[config.mk]
export PLATFORM = sky130hd
export DESIGN_NAME = ds_mod_multich
export DESIGN_NICKNAME = d
export VERILOG_FILES = /design/src/rtl/ds_mod_multich.sv
export SDC_FILE = /design/constraint.sdc
export NUM_CORES = 1
export LEC_CHECK = 0
export BUFFER_PORTS_ARGS = -buffer_cell sky130_fd_sc_hd__clkbuf_2
export CAP_MARGIN = 20
export CORE_AREA = 2 2 163 229
export CTS_CLUSTER_DIAMETER = 120
export DETAILED_ROUTE_END_ITERATION = 10
export DIE_AREA = 0 0 165 231
export HOLD_SLACK_MARGIN = 0.05
export PLACE_DENSITY_LB_ADDON = 0.3
export SETUP_SLACK_MARGIN = 0.3
export SYNTH_ARGS = -nofsm -noshare
export SYNTH_HDL_FRONTEND = slang
export SYNTH_SLANG_ARGS = --single-unit
export TNS_END_PERCENT = 5
[constraint.sdc]
create_clock -name clk -period 9.4 [get_ports clk]
set_clock_uncertainty 0.15 [all_clocks]
set_input_delay 0.94 -clock clk [delete_from_list [all_inputs] [get_ports clk]]
set_output_delay 0.94 -clock clk [all_outputs]
set_load 0.01 [all_outputs]
[src/rtl/ds_mod_multich.sv]
// ds_mod_multich
// Time-multiplexed error-feedback delta-sigma modulator. Each tick starts one
// frame, and the frame visits every channel round-robin. A channel slot lasts
// MAX_ORDER+2 cycles, and all slots share one accumulator adder:
//   S0          acc = sample + dither
//   S1..SMAX    acc += c_k * e_k   (binomial NTF taps, shift/add only)
//   S(MAX+1)    quantise, saturate, emit y, push the new error into history
// Ports:
//   clk, rst_n            clock, asynchronous active-low reset
//   tick                  frame start strobe (ignored while busy, sets overrun)
//   wr_en/wr_ch/wr_data   sample register write
//   order_cfg             2-bit noise-shaping order per channel
//   dither_en             per-channel LFSR dither enable
//   clear_hist            zero all error history (idle only)
//   flag_clr              clear sticky flags
//   busy                  frame in progress
//   y_valid/y_ch/y        one-cycle output strobe, channel, output code
//   sat_flag              sticky: an output was clamped
//   overrun_flag          sticky: tick arrived while busy
module ds_mod_multich #(
  parameter int          NUM_CH      = 4,
  parameter int          CH_BITS     = 2,
  parameter int          IN_BITS     = 16,
  parameter int          FRAC_BITS   = 11,
  parameter int          OUT_BITS    = 5,
  parameter int          MAX_ORDER   = 3,
  parameter int          DITHER_BITS = 4,
  parameter logic [15:0] LFSR_SEED   = 16'hACE1
) (
  input  logic                  clk,
  input  logic                  rst_n,
  input  logic                  tick,
  input  logic                  wr_en,
  input  logic [CH_BITS-1:0]    wr_ch,
  input  logic [IN_BITS-1:0]    wr_data,
  input  logic [2*NUM_CH-1:0]   order_cfg,
  input  logic [NUM_CH-1:0]     dither_en,
  input  logic                  clear_hist,
  input  logic                  flag_clr,
  output logic                  busy,
  output logic                  y_valid,
  output logic [CH_BITS-1:0]    y_ch,
  output logic [OUT_BITS-1:0]   y,
  output logic                  sat_flag,
  output logic                  overrun_flag
);

  localparam int ACC_BITS = IN_BITS + 4;
  localparam int SLOT_W   = $clog2(MAX_ORDER + 2);
  localparam logic [SLOT_W-1:0]          SLOT_LAST = SLOT_W'(MAX_ORDER + 1);
  localparam logic [CH_BITS-1:0]         CH_LAST   = CH_BITS'(NUM_CH - 1);
  localparam logic [2:0]                 ORD_MAX   = 3'(MAX_ORDER);
  localparam logic signed [ACC_BITS-1:0] Y_MAX     = ACC_BITS'((1 << OUT_BITS) - 1);

  typedef enum logic {ST_IDLE = 1'b0, ST_RUN = 1'b1} state_t;

  state_t                        r_state, w_state_nxt;
  logic [CH_BITS-1:0]            r_ch;
  logic [SLOT_W-1:0]             r_slot;
  logic [1:0]                    r_ord;
  logic [15:0]                   r_lfsr;
  logic signed [ACC_BITS-1:0]    r_acc;
  logic [IN_BITS-1:0]            r_sample [NUM_CH];
  logic signed [FRAC_BITS-1:0]   r_hist   [NUM_CH][MAX_ORDER];
  logic                          r_y_valid, r_sat, r_ovr;
  logic [CH_BITS-1:0]            r_y_ch;
  logic [OUT_BITS-1:0]           r_y;

  logic                          w_run, w_s0, w_fin;
  logic [2:0]                    w_cfg_ord;
  logic [1:0]                    w_eff_ord;
  logic signed [ACC_BITS-1:0]    w_add_a, w_add_b, w_sum, w_q;
  logic [OUT_BITS:0]             w_sat_y;
  logic signed [FRAC_BITS-1:0]   w_e_new;

  // Tap k contribution for a given order: coefficients of (1-z^-1)^order
  // with the leading 1 removed and sign flipped, built from shifts and adds.
  function automatic logic signed [ACC_BITS-1:0] tap_term(
    input logic [1:0] ord, input int k, input logic signed [FRAC_BITS-1:0] e);
    logic signed [ACC_BITS-1:0] ex, ex3;
    ex  = {{(ACC_BITS-FRAC_BITS){e[FRAC_BITS-1]}}, e};
    ex3 = (ex <<< 1) + ex;
    tap_term = '0;
    case (ord)
      2'd1: if (k == 1) tap_term = ex;
      2'd2: if (k == 1) tap_term = ex <<< 1; else if (k == 2) tap_term = -ex;
      2'd3: if (k == 1) tap_term = ex3; else if (k == 2) tap_term = -ex3;
            else if (k == 3) tap_term = ex;
      default: tap_term = '0;
    endcase
  endfunction

  // Returns {clamped, code}: quotient clamped to [0, 2^OUT_BITS-1].
  function automatic logic [OUT_BITS:0] sat_out(input logic signed [ACC_BITS-1:0] q);
    if (q[ACC_BITS-1])  sat_out = {1'b1, {OUT_BITS{1'b0}}};
    else if (q > Y_MAX) sat_out = {1'b1, {OUT_BITS{1'b1}}};
    else                sat_out = {1'b0, q[OUT_BITS-1:0]};
  endfunction

  assign w_run     = (r_state == ST_RUN);
  assign w_s0      = w_run && (r_slot == '0);
  assign w_fin     = w_run && (r_slot == SLOT_LAST);
  assign w_cfg_ord = {1'b0, order_cfg[{r_ch, 1'b0} +: 2]};
  assign w_eff_ord = (w_cfg_ord > ORD_MAX) ? ORD_MAX[1:0] : w_cfg_ord[1:0];
  assign w_q       = r_acc >>> FRAC_BITS;
  assign w_sat_y   = sat_out(w_q);
  // Flipping the top fraction bit subtracts 2^(FRAC_BITS-1) modulo 2^FRAC_BITS.
  assign w_e_new   = {~r_acc[FRAC_BITS-1], r_acc[FRAC_BITS-2:0]};

  // Shared adder operand select: S0 loads sample+dither, later slots add a tap.
  always_comb begin
    w_add_a = r_acc;
    w_add_b = '0;
    for (int k = 1; k <= MAX_ORDER; k++) begin
      if (r_slot == SLOT_W'(k)) w_add_b = tap_term(r_ord, k, r_hist[r_ch][k-1]);
    end
    if (r_slot == '0) begin
      w_add_a = $signed({{(ACC_BITS-IN_BITS){1'b0}}, r_sample[r_ch]});
      if (dither_en[r_ch])
        w_add_b = {{(ACC_BITS-DITHER_BITS){r_lfsr[DITHER_BITS-1]}}, r_lfsr[DITHER_BITS-1:0]};
    end
  end
  assign w_sum = w_add_a + w_add_b;

  always_comb begin
    w_state_nxt = r_state;
    case (r_state)
      ST_IDLE: if (tick) w_state_nxt = ST_RUN;
      ST_RUN:  if (w_fin && (r_ch == CH_LAST)) w_state_nxt = ST_IDLE;
      default: w_state_nxt = ST_IDLE;
    endcase
  end

  always_ff @(posedge clk or negedge rst_n) begin
    if (!rst_n) r_state <= ST_IDLE;
    else        r_state <= w_state_nxt;
  end

  always_ff @(posedge clk or negedge rst_n) begin
    if (!rst_n) begin
      r_ch   <= '0;
      r_slot <= '0;
      r_ord  <= '0;
      r_lfsr <= LFSR_SEED;
      r_acc  <= '0;
    end else if (!w_run) begin
      r_ch   <= '0;
      r_slot <= '0;
    end else begin
      if (w_fin) begin
        r_slot <= '0;
        r_ch   <= (r_ch == CH_LAST) ? '0 : r_ch + 1'b1;
      end else begin
        r_slot <= r_slot + 1'b1;
        r_acc  <= w_sum;
      end
      if (w_s0) begin
        r_ord  <= w_eff_ord;
        r_lfsr <= {r_lfsr[0] ^ r_lfsr[2] ^ r_lfsr[3] ^ r_lfsr[5], r_lfsr[15:1]};
      end
    end
  end

  always_ff @(posedge clk or negedge rst_n) begin
    if (!rst_n) begin
      for (int c = 0; c < NUM_CH; c++) r_sample[c] <= '0;
    end else if (wr_en && ({{(32-CH_BITS){1'b0}}, wr_ch} < NUM_CH)) begin
      r_sample[wr_ch] <= wr_data;
    end
  end

  always_ff @(posedge clk or negedge rst_n) begin
    if (!rst_n) begin
      for (int c = 0; c < NUM_CH; c++)
        for (int k = 0; k < MAX_ORDER; k++) r_hist[c][k] <= '0;
    end else if (!w_run && clear_hist) begin
      for (int c = 0; c < NUM_CH; c++)
        for (int k = 0; k < MAX_ORDER; k++) r_hist[c][k] <= '0;
    end else if (w_fin) begin
      r_hist[r_ch][0] <= w_e_new;
      for (int k = 1; k < MAX_ORDER; k++) r_hist[r_ch][k] <= r_hist[r_ch][k-1];
    end
  end

  // Output strobe and sticky flags; a set event beats a simultaneous clear.
  always_ff @(posedge clk or negedge rst_n) begin
    if (!rst_n) begin
      r_y_valid <= 1'b0;
      r_y_ch    <= '0;
      r_y       <= '0;
      r_sat     <= 1'b0;
      r_ovr     <= 1'b0;
    end else begin
      r_y_valid <= w_fin;
      if (w_fin) begin
        r_y_ch <= r_ch;
        r_y    <= w_sat_y[OUT_BITS-1:0];
      end
      r_sat <= (w_fin && w_sat_y[OUT_BITS]) || (r_sat && !flag_clr);
      r_ovr <= (tick && w_run) || (r_ovr && !flag_clr);
    end
  end

  assign busy         = w_run;
  assign y_valid      = r_y_valid;
  assign y_ch         = r_y_ch;
  assign y            = r_y;
  assign sat_flag     = r_sat;
  assign overrun_flag = r_ovr;

endmodule

# == Yosys cells after proc, flatten, opt, wreduce, memory -nomap -nowiden ==
# Cells that the tools add are included.
# Widths: inputs -> output; s select.
# totals
regBits,250
input_bits,36
wordCells,119
# op_classes
n_addsub,7
order_cmp,7
eq_ne,9
n_shift,1
muxes,42
bitwise_logic,8
n_reduce_logical,18
# op_table
op,n
$bwmux 132,3
$mux 132,2
$demux 33 s2,3
$mux 20,7
$mux 33,3
$bmux 33 s2,1
$bwmux 64,1
$pmux 20 s3,1
$mux 16,3
$pmux 20 s2,1
$bmux 16 s2,1
$demux 16 s2,1
$add 12x11->13,2
$mux 22,1
$add 20x20->20,1
$neg 11->20,1
$neg 13->20,1
$mux 6,2
$mux 11,1
$logic_and 1x1->1,10
$gt 9x6->1 const B,1
$mux 2,4
$shiftx 8x4->2,1
$eq 2x2->1 const B,3
23 further kinds,37

# == Depth between registers and ports, before layout ==
# Gate-level depths: netlist of run 1.
# depth
ltp_word,12
depth_mapped,28

# == Worst setup path before layout of run 1 ==
# No wires, ideal clock.
# synth_timing
path_kind,register to register
from,reg r_ch[0]
to,reg r_acc[19]
arrival_time_ns,5.740
path_slack_ns,3.386
path_stages_with_launch,27
path_buffers,3
path_cell_list,dfrtp_1 > buf_6 > buf_2 > buf_4 > mux2_2 > o21ai_1 > ha_1 > ha_1 > a21o_1 > a221oi_1 > o21ai_4 > a21oi_2 > and2b_1 > nor2_1 > xnor2_1 > a31oi_1 > a311oi_1 > ha_1 > a21o_1 > a21o_1 > a21oi_1 > o211ai_1 > a41oi_1 > o21ai_0 > xnor2_1 > mux2i_1 > nor3_2
# synth_between
elab_chain_len,12
word_cells_on_any_way,23
cone_classes,5 x add/sub; 17 x mux; 1 x bitwise
# synth_lines
item,line_no,text
from (decl),58,logic [CH_BITS-1:0] r_ch;
from (signal assigned),152,r_ch <= (r_ch == CH_LAST) ? '0 : r_ch + 1'b1;
$not 2->3 (implied by the code),"115, 118",
$bmux 33 s2,115,"if (r_slot == SLOT_W'(k)) w_add_b = tap_term(r_ord, k, r_hist[r_ch][k-1]);"
$mux 33 (implied by the code) (2 in series),115,
$add 12x11->13,82,ex3 = (ex <<< 1) + ex;
$neg 13->20 / $pmux 20 s3 (equally long branches),"87, 84",
$pmux 20 s2 / $mux 20 (equally long branches),"84, 115",
$mux 20 (2 in series),115,
$mux 20,119,if (dither_en[r_ch])
$mux 20,117,if (r_slot == '0) begin
$add 20x20->20 (*),123,assign w_sum = w_add_a + w_add_b;
to (signal assigned),155,r_acc <= w_sum;
to (decl),62,logic signed [ACC_BITS-1:0] r_acc;
# Every way passes the cells marked *; elsewhere a longest branch is shown, timed or not. The select of a mux whose other input is x is not followed.
# A chain may end at the register's enable or synchronous reset.

# == Final worst setup path of run 1 ==
# Ends and elaborated chain as after synthesis.

==> results of run 1 <==
[synth_stat cells (29+ instances only)]
library cell / n
xnor2_1: 32
nand2_1: 185
clkbuf_1: 67
nor2_1: 41
mux2_2: 117
inv_1: 36
a21oi_1: 82
o21ai_0: 157
ha_1: 59
nand3_1: 105
dfrtp_1: 242
mux4_2: 29
[cells by family (layout without fill, tap and decap cells)]
group | count (synthesis) | count (layout) | synth area share, %
buffers and inverters | 124 | 150 | 3.56
AOI/OAI and AO/OA | 339 | 339 | 14.0
DFF | 250 | 250 | 45.0
xor gates and xnor gates | 47 | 47 | 2.96
muxes | 177 | 177 | 16.7
and+or+nand+nor | 379 | 379 | 12.1
adders and majority gates | 61 | 61 | 5.59
[worst register-to-register path, stage by stage (launching register included)]
cell      delay, ns
dfrtp_4        0.79
buf_4          0.66
mux2i_1        0.22
mux2i_2        0.48
inv_1          0.26
ha_1           0.36
ha_1           0.39
nand3_1        0.11
o31ai_1        0.41
nor2_1         0.10
a211oi_1       0.48
o21ai_0        0.26
ha_1           0.38
o21ai_0        0.17
nand2b_1       0.10
a21o_1         0.21
a21boi_0       0.12
a41oi_1        0.25
o21ai_0        0.16
xnor2_1        0.24
mux2i_1        0.25
nor3_2         0.07
[sequential cells by signal (all words and copies together) (netlist names)]
name          cells
r_hist          132
r_sample         64
r_acc            20
r_lfsr           16
y                 5
r_slot            3
r_ch              2
r_ord             2
y_ch              2
busy              1
overrun_flag      1
sat_flag          1
y_valid           1
[metal layers]
metal	vias up	track usage, %	routed length, um
li1	4917	-	-
met1	5154	23.6	14500
met2	208	33.4	18300
met3	50	1.81	1230
met4	0	5.87	855
met5	-	0	0
[layout by cell type (no fill, tap or decap), types with 21 or more instances in the layout]
cell and n:
nand3_1 105, xnor2_1 32, nand2_1 181, o21ai_0 156, ha_1 59, mux2i_1 26
dfrtp_1 240, nor2_1 41, a21oi_1 82, mux4_2 29, mux2_2 117, clkbuf_16 25
clkbuf_2 45, inv_1 36, buf_4 21
[area by class of cell]
| class | count | area [sq um] | share of cell area [%] |
|---|---|---|---|
| Clock buffer | 30 | 674 | 4.38 |
| Multi-Input combinational cell | 1003 | 7190 | 46.7 |
| Tap cell | 467 | 584 | 3.79 |
| Sequential cell | 250 | 6270 | 40.7 |
| Inverter | 39 | 149 | 0.967 |
| Timing Repair Buffer | 68 | 418 | 2.71 |
| Clock inverter | 13 | 121 | 0.788 |
[metrics by stage]
step | worst slack [ns] | std cells | cell area [sq um]
3_3_place_gp | 2.91 | 1826 | 14600
6_report | 2.66 | 1870 | 15400
4_1_cts | 2.73 | 1869 | 15400
5_1_grt | 2.22 | 1870 | 15400
2_1_floorplan | 3.39 | 1377 | 13900
3_5_place_dp | 2.78 | 1826 | 14600
[worst max path at each step]
| stage | start | end | slack [ns] | cells after the start |
|---|---|---|---|---|
| after floorplan | r_ch[0] | r_acc[19] | 3.39 | 26 |
| after global placement | r_ch[0] | r_acc[19] | 2.91 | 21 |
| after detailed placement | r_ch[0] | r_acc[19] | 2.78 | 21 |
| after CTS | r_ch[0] | r_acc[19] | 2.73 | 23 |
| after global routing | r_ch[0] | r_acc[19] | 2.22 | 23 |
| final | r_ch[0] | r_acc[19] | 2.66 | 21 |
==> flow_metrics.env, run 1 <==
export IMPL_cts_setup_buffers=0
export IMPL_synth_ff_type="dfrtp_1"
export IMPL_htree_levels=1
export IMPL_ff2ff_path_depth=21
export IMPL_synth_edf_count=0
export IMPL_finalHoldViolations=0
export IMPL_grt_pass1_vias=10300
export IMPL_globalplace_congestion=0.932
export IMPL_synth_avg_cell_area_sq_um=10.1
export IMPL_hold_path_class="flip-flop to flip-flop"
export IMPL_cts_made_buffers=24
export IMPL_cp_slowest_stage_delay_ns=0.79
export IMPL_setup_viol=0
export IMPL_post_cts_resized=0
export IMPL_die_x_um=165
export IMPL_finalCriticalPeriod_ns=6.74
export IMPL_crit_family="compound AO/OA/AOI/OAI gates"
export IMPL_synth_area_sq_um=13900
export IMPL_finalWirelength_um=34900
export IMPL_nets=1483
export IMPL_r2r_end="r_acc[19]"
export IMPL_area_growth_pct=10.7
export IMPL_clockBufferDepth=3
export IMPL_drv_cap=0
export IMPL_die_area_sq_um=38100
export IMPL_grt_max_degree=128
export IMPL_hold_end="r_lfsr[15]"
export IMPL_grtUsageTotal_pct=18.7
export IMPL_cp_cell_sequence="buf_4 -> mux2i_1 -> mux2i_2 -> inv_1 -> ha_1 -> ha_1 -> nand3_1 -> o31ai_1 -> nor2_1 -> a211oi_1 -> o21ai_0 -> ha_1 -> o21ai_0 -> nand2b_1 -> a21o_1 -> a21boi_0 -> a41oi_1 -> o21ai_0 -> xnor2_1 -> mux2i_1 -> nor3_2"
export IMPL_antenna_found_initial=0
export IMPL_route_antenna_remaining_nets=0
export IMPL_yosys_register_bits=250
export IMPL_worst_pin_slew_ns=0.987
export IMPL_hold_slack_ns=0.334
export IMPL_max_slew_margin_pct=34.0
export IMPL_drive_gt1_share_pct=20.7
export IMPL_path_buf_inv=2
export IMPL_antenna_cells=0
export IMPL_holdCritStartpoint="r_lfsr[15]"
export IMPL_worstPathRequired_ns=9.67
export IMPL_drtIter0Drc=674
export IMPL_grt_pass1_wl_um=56300
export IMPL_slew_violations=0
export IMPL_ys_types=67
export IMPL_pin_count=47
export IMPL_vias=10300
export IMPL_dp_hpwl_um=23700
export IMPL_ys_top_cells_by_area="dfrtp_1, mux2_2, o21ai_0"
export IMPL_fin_crit_sh_pct=71.8
export IMPL_ys_seq_area_share_pct=45.0
export IMPL_fmax_ghz=0.148
export IMPL_synth_largest_area_cell="dfrtp_1"
export IMPL_ys_warn_count=0
export IMPL_post_route_util_pct=42.5
export IMPL_cts_sinks=250
export IMPL_path_class="flip-flop to flip-flop"
export IMPL_outcome="completed"
export IMPL_synth_cells=1377
export IMPL_num_fill_cells=3481
export IMPL_async_reset_ff_share_pct=100
export IMPL_arrival_ns=7.01
export IMPL_r2r_start="r_ch[0]"
export IMPL_core_area_sq_um=36200
export IMPL_wl_per_cell_um=18.6
export IMPL_fp_row_count=83
export IMPL_whs_path_depth=2
export IMPL_tritoncts="built"
export IMPL_synth_top_cell_area_share_pct=43.5
export IMPL_cts_root_buf="clkbuf_16"
export IMPL_crit_path_end_kind="flip-flop"
export IMPL_hold_buffers=0
export IMPL_dieHeight_um=231
export IMPL_crit_fanout=32
export IMPL_port_buffers=46
export IMPL_worst_path_max_delay_cell="dfrtp_4"
export IMPL_path_clk_slew_ns=0.07
export IMPL_grt_overflow_total=0
export IMPL_setup_tns_ns=0
export IMPL_syn_num_nets=1474
export IMPL_route_detailed_drc=0
export IMPL_cp_start_kind="flip-flop"
export IMPL_via_per_inst=5.52
export IMPL_start_util_pct=38.4
export IMPL_grt_setup_unrepaired="false"
export IMPL_clk_latency_ns=0.54
export IMPL_drt_pass1_iter_count=6
export IMPL_rrSetupSlack_ns=2.66
Power of run 1 is left out: the tool's default activity adds up to more than one toggle a clock period on the data nets, which glitch-free logic cannot reach.
==> run 2, diff against run 1 <==
Settings changed: ABC_AREA set to 1, CORE_AREA 2 2 163 229 to 2 2 164 231, DIE_AREA 0 0 165 231 to 0 0 166 233.
Clock period 9.4 ns to 5.5 ns, I/O delays scaled along.
==> run 2 against run 1 <==
  * Fmax is 35% higher
  * First-iteration DRC count up 42%
  * Via count grew 21%
  * Sequential share of layout area is 1.6 points lower
  * Non-clock buffer count rose by 33
  * Flip-flop and latch count is the same
  * Register-to-register slack got worse by 2.1 ns
  * Final cell count grew 24%
==> flow_metrics.env, run 2 <==
export IMPL_clk_latency_ns=0.55
export IMPL_grt_pass1_vias=12300
export IMPL_power_total_uw=11800
export IMPL_layout_commonest_cell="nand2_1"
export IMPL_synth_top_cell_area_share_pct=42.9
export IMPL_synth_area_sq_um=14100
export IMPL_synth_avg_cell_area_sq_um=7.83
export IMPL_path_buf_inv=5
export IMPL_finalHoldViolations=0
export IMPL_finalWirelength_um=42200
export IMPL_num_fill_cells=3658
export IMPL_ys_seq_area_share_pct=44.4
export IMPL_finalCriticalPeriod_ns=4.98
export IMPL_power_density_nw_per_um2=733
export IMPL_via_per_inst=5.40
export IMPL_pwr_share_seq_pct=23.9
export IMPL_pwr_share_clk_pct=15.6
export IMPL_grtUsageTotal_pct=21.3
export IMPL_cts_root_buf="clkbuf_16"
export IMPL_switching_share_pct=48.2
export IMPL_yosysMostFrequentCell="nand2_1"
export IMPL_cts_made_buffers=26
export IMPL_yosys_register_bits=250
export IMPL_post_route_util_pct=44.0
export IMPL_dpl_instance_area_sq_um=14800
export IMPL_arrival_ns=5.30
export IMPL_synth_adder_area_share_pct=5.51
export IMPL_critPathLaunch="r_ch[0]"
export IMPL_port_buffers=46
export IMPL_p_leak_uw=0.00765
export IMPL_met1_length_um=17600
export IMPL_setup_ws_ns=0.519
export IMPL_htree_levels=1
export IMPL_synth_edf_count=0
export IMPL_route_antenna_remaining_nets=0
export IMPL_worst_pin_slew_ns=1.05
export IMPL_synth_ff_type="dfrtp_1"
export IMPL_most_common_layout_cells="nand2_1, o21ai_0, dfrtp_1, inv_1, nand3_1"
export IMPL_synth_cells=1802
export IMPL_fp_row_count=83
export IMPL_synth_top_family_by_area="compound AO/OA/AOI/OAI gates"
export IMPL_async_reset_ff_share_pct=100
export IMPL_route_detailed_drc=0
export IMPL_syn_num_nets=1899
export IMPL_hold_path_class="input port to flip-flop"
export IMPL_vias=12500
export IMPL_worst_path_max_delay_cell="dfrtp_4"
export IMPL_tritoncts="built"
export IMPL_path_clk_slew_ns=0.06
export IMPL_path_class="flip-flop to flip-flop"
export IMPL_drt_pass1_iter_count=8
export IMPL_top_layer="met4"
export IMPL_fin_crit_sh_pct=90.6
export IMPL_holdCritStartpoint="tick"
export IMPL_synth_area_mux_share_pct=0
export IMPL_crit_path_end_kind="flip-flop"
export IMPL_synthSimpleGateAreaFrac_pct=19.4
export IMPL_drtIter0Drc=954
export IMPL_cpMostUsedCell="nand2_1"
export IMPL_max_slew_margin_pct=29.8
export IMPL_core_area_sq_um=36500
export IMPL_nets=1928
export IMPL_synth_compound_area_share_pct=21.1
export IMPL_area_growth_pct=13.6
export IMPL_pin_count=47
export IMPL_cp_start_kind="flip-flop"
export IMPL_r2r_start="r_ch[0]"
export IMPL_ff2ff_path_depth=30
export IMPL_drv_cap=0
export IMPL_power_internal_uw=6090
export IMPL_r2r_end="r_acc[17]"
export IMPL_rrSetupSlack_ns=0.52
export IMPL_worstPathRequired_ns=5.82
export IMPL_ys_types=57
export IMPL_cts_sinks=250
export IMPL_path_depth=30
export IMPL_net_switching_power_uw=5670
export IMPL_setup_viol=0
export IMPL_antenna_found_initial=0
export IMPL_largest_register="r_hist"
export IMPL_globalplace_congestion=0.917
export IMPL_ys_top_cells_by_area="dfrtp_1, nand2_1, o21ai_0"
export IMPL_cp_slowest_stage_delay_ns=0.56
export IMPL_synthTopCellsByCount="nand2_1, o21ai_0, dfrtp_1"
export IMPL_dr_wl_met3_um=1580
export IMPL_fmax_ghz=0.201
export IMPL_start_util_pct=38.7
export IMPL_dp_hpwl_um=29400
export IMPL_final_cell_area_sq_um=16000
export IMPL_ys_warn_count=0
export IMPL_crit_family="compound AO/OA/AOI/OAI gates"
export IMPL_slew_violations=0
export IMPL_grt_pass1_wl_um=66900
export IMPL_dieHeight_um=233
export IMPL_clockBufferDepth=3
export IMPL_peakVddDrop_mv=0.293
export IMPL_wl_met2_um=21600
export IMPL_crit_fanout=7
export IMPL_reg_top3="r_hist (132), r_sample (64), r_acc (20)"
export IMPL_die_area_sq_um=38700
export IMPL_drive_gt1_share_pct=12.7
export IMPL_largest_reg_flops=132
export IMPL_synth_xor_area_share_pct=1.55
export IMPL_combPwrFrac_pct=60.6
export IMPL_grt_max_degree=103
export IMPL_synth_largest_area_cell="dfrtp_1"
export IMPL_antenna_cells=0
export IMPL_grt_overflow_total=0
export IMPL_outcome="completed"
export IMPL_setup_tns_ns=0
export IMPL_setup_worst_path_end="r_acc[17]"
export IMPL_die_x_um=166
export IMPL_grt_setup_unrepaired="true"
export IMPL_wl_per_cell_um=18.2
export IMPL_pre_cts_ws_ns=0.339
[run 2: what timing repair did]
action                                  in CTS  in global routing
endpoints found under the setup margin       0                 13
buffers inserted                             0                  5
gates resized for setup                      0                 44
hold buffers                                 2                  0
endpoints found under the hold margin      101                  0
[run 2: power by group through the flow]
stage	clock network (uW)	registers, uW	logic (uW)
final	1830	2810	7120
after global routing	1950	2860	7940
after CTS	1870	2830	6580
after detailed placement	0	2860	6560
after global placement	0	2850	6520
after floorplan	0	2700	4840
[run 2: metal layers]
layer / vias to the layer above / track usage, %
li1: 6144 / -
met1: 5968 / 26.0
met2: 314 / 39.5
met3: 79 / 1.94
met4: 0 / 6.93
met5: - / 0
[run 2: stage by stage]
step / hold slack [ns] / std cells
global route: 0.125 / 2316
finish: 0.107 / 2316
CTS: 0.0943 / 2308
detailed placement: 0.306 / 2260
floorplan: 0.104 / 1802
global placement: 0.303 / 2260
[run 2: worst min-delay path by stage]
stage,endpoint,slack (ns),cells after the start
final,overrun_flag,0.11,3
after global routing,overrun_flag,0.13,3
after floorplan,busy,0.10,0
after global placement,r_lfsr[11],0.30,2
after detailed placement,r_lfsr[7],0.31,2
after CTS,overrun_flag,0.09,3
[run 2: cell type report]
| type | count | area (sq um) | share of cell area (%) |
|---|---|---|---|
| Clock buffer | 33 | 728 | 4.54 |
| Tap cell | 467 | 584 | 3.64 |
| Sequential cell | 250 | 6270 | 39.1 |
| Multi-Input combinational cell | 1282 | 6930 | 43.2 |
| Inverter | 170 | 651 | 4.06 |
| Clock inverter | 13 | 151 | 0.944 |
| Timing Repair Buffer | 101 | 721 | 4.49 |
[run 2: kinds of logic (layout without fill, tap and decap cells)]
kind of cell | Yosys count | in the layout
simple gates | 654 | 654
compound gates | 542 | 542
buf+inv | 270 | 317
flops | 250 | 250
fa+ha+maj | 61 | 61
xor+xnor | 25 | 25
[run 2: worst min-delay path, delay by kind of cell]
kind / cells / cell delay, ns
buffers and inverters: 2 / 0.14
AOI/OAI and AO/OA: 1 / 0.06
Note: power is estimated with default switching activity, not from simulation.
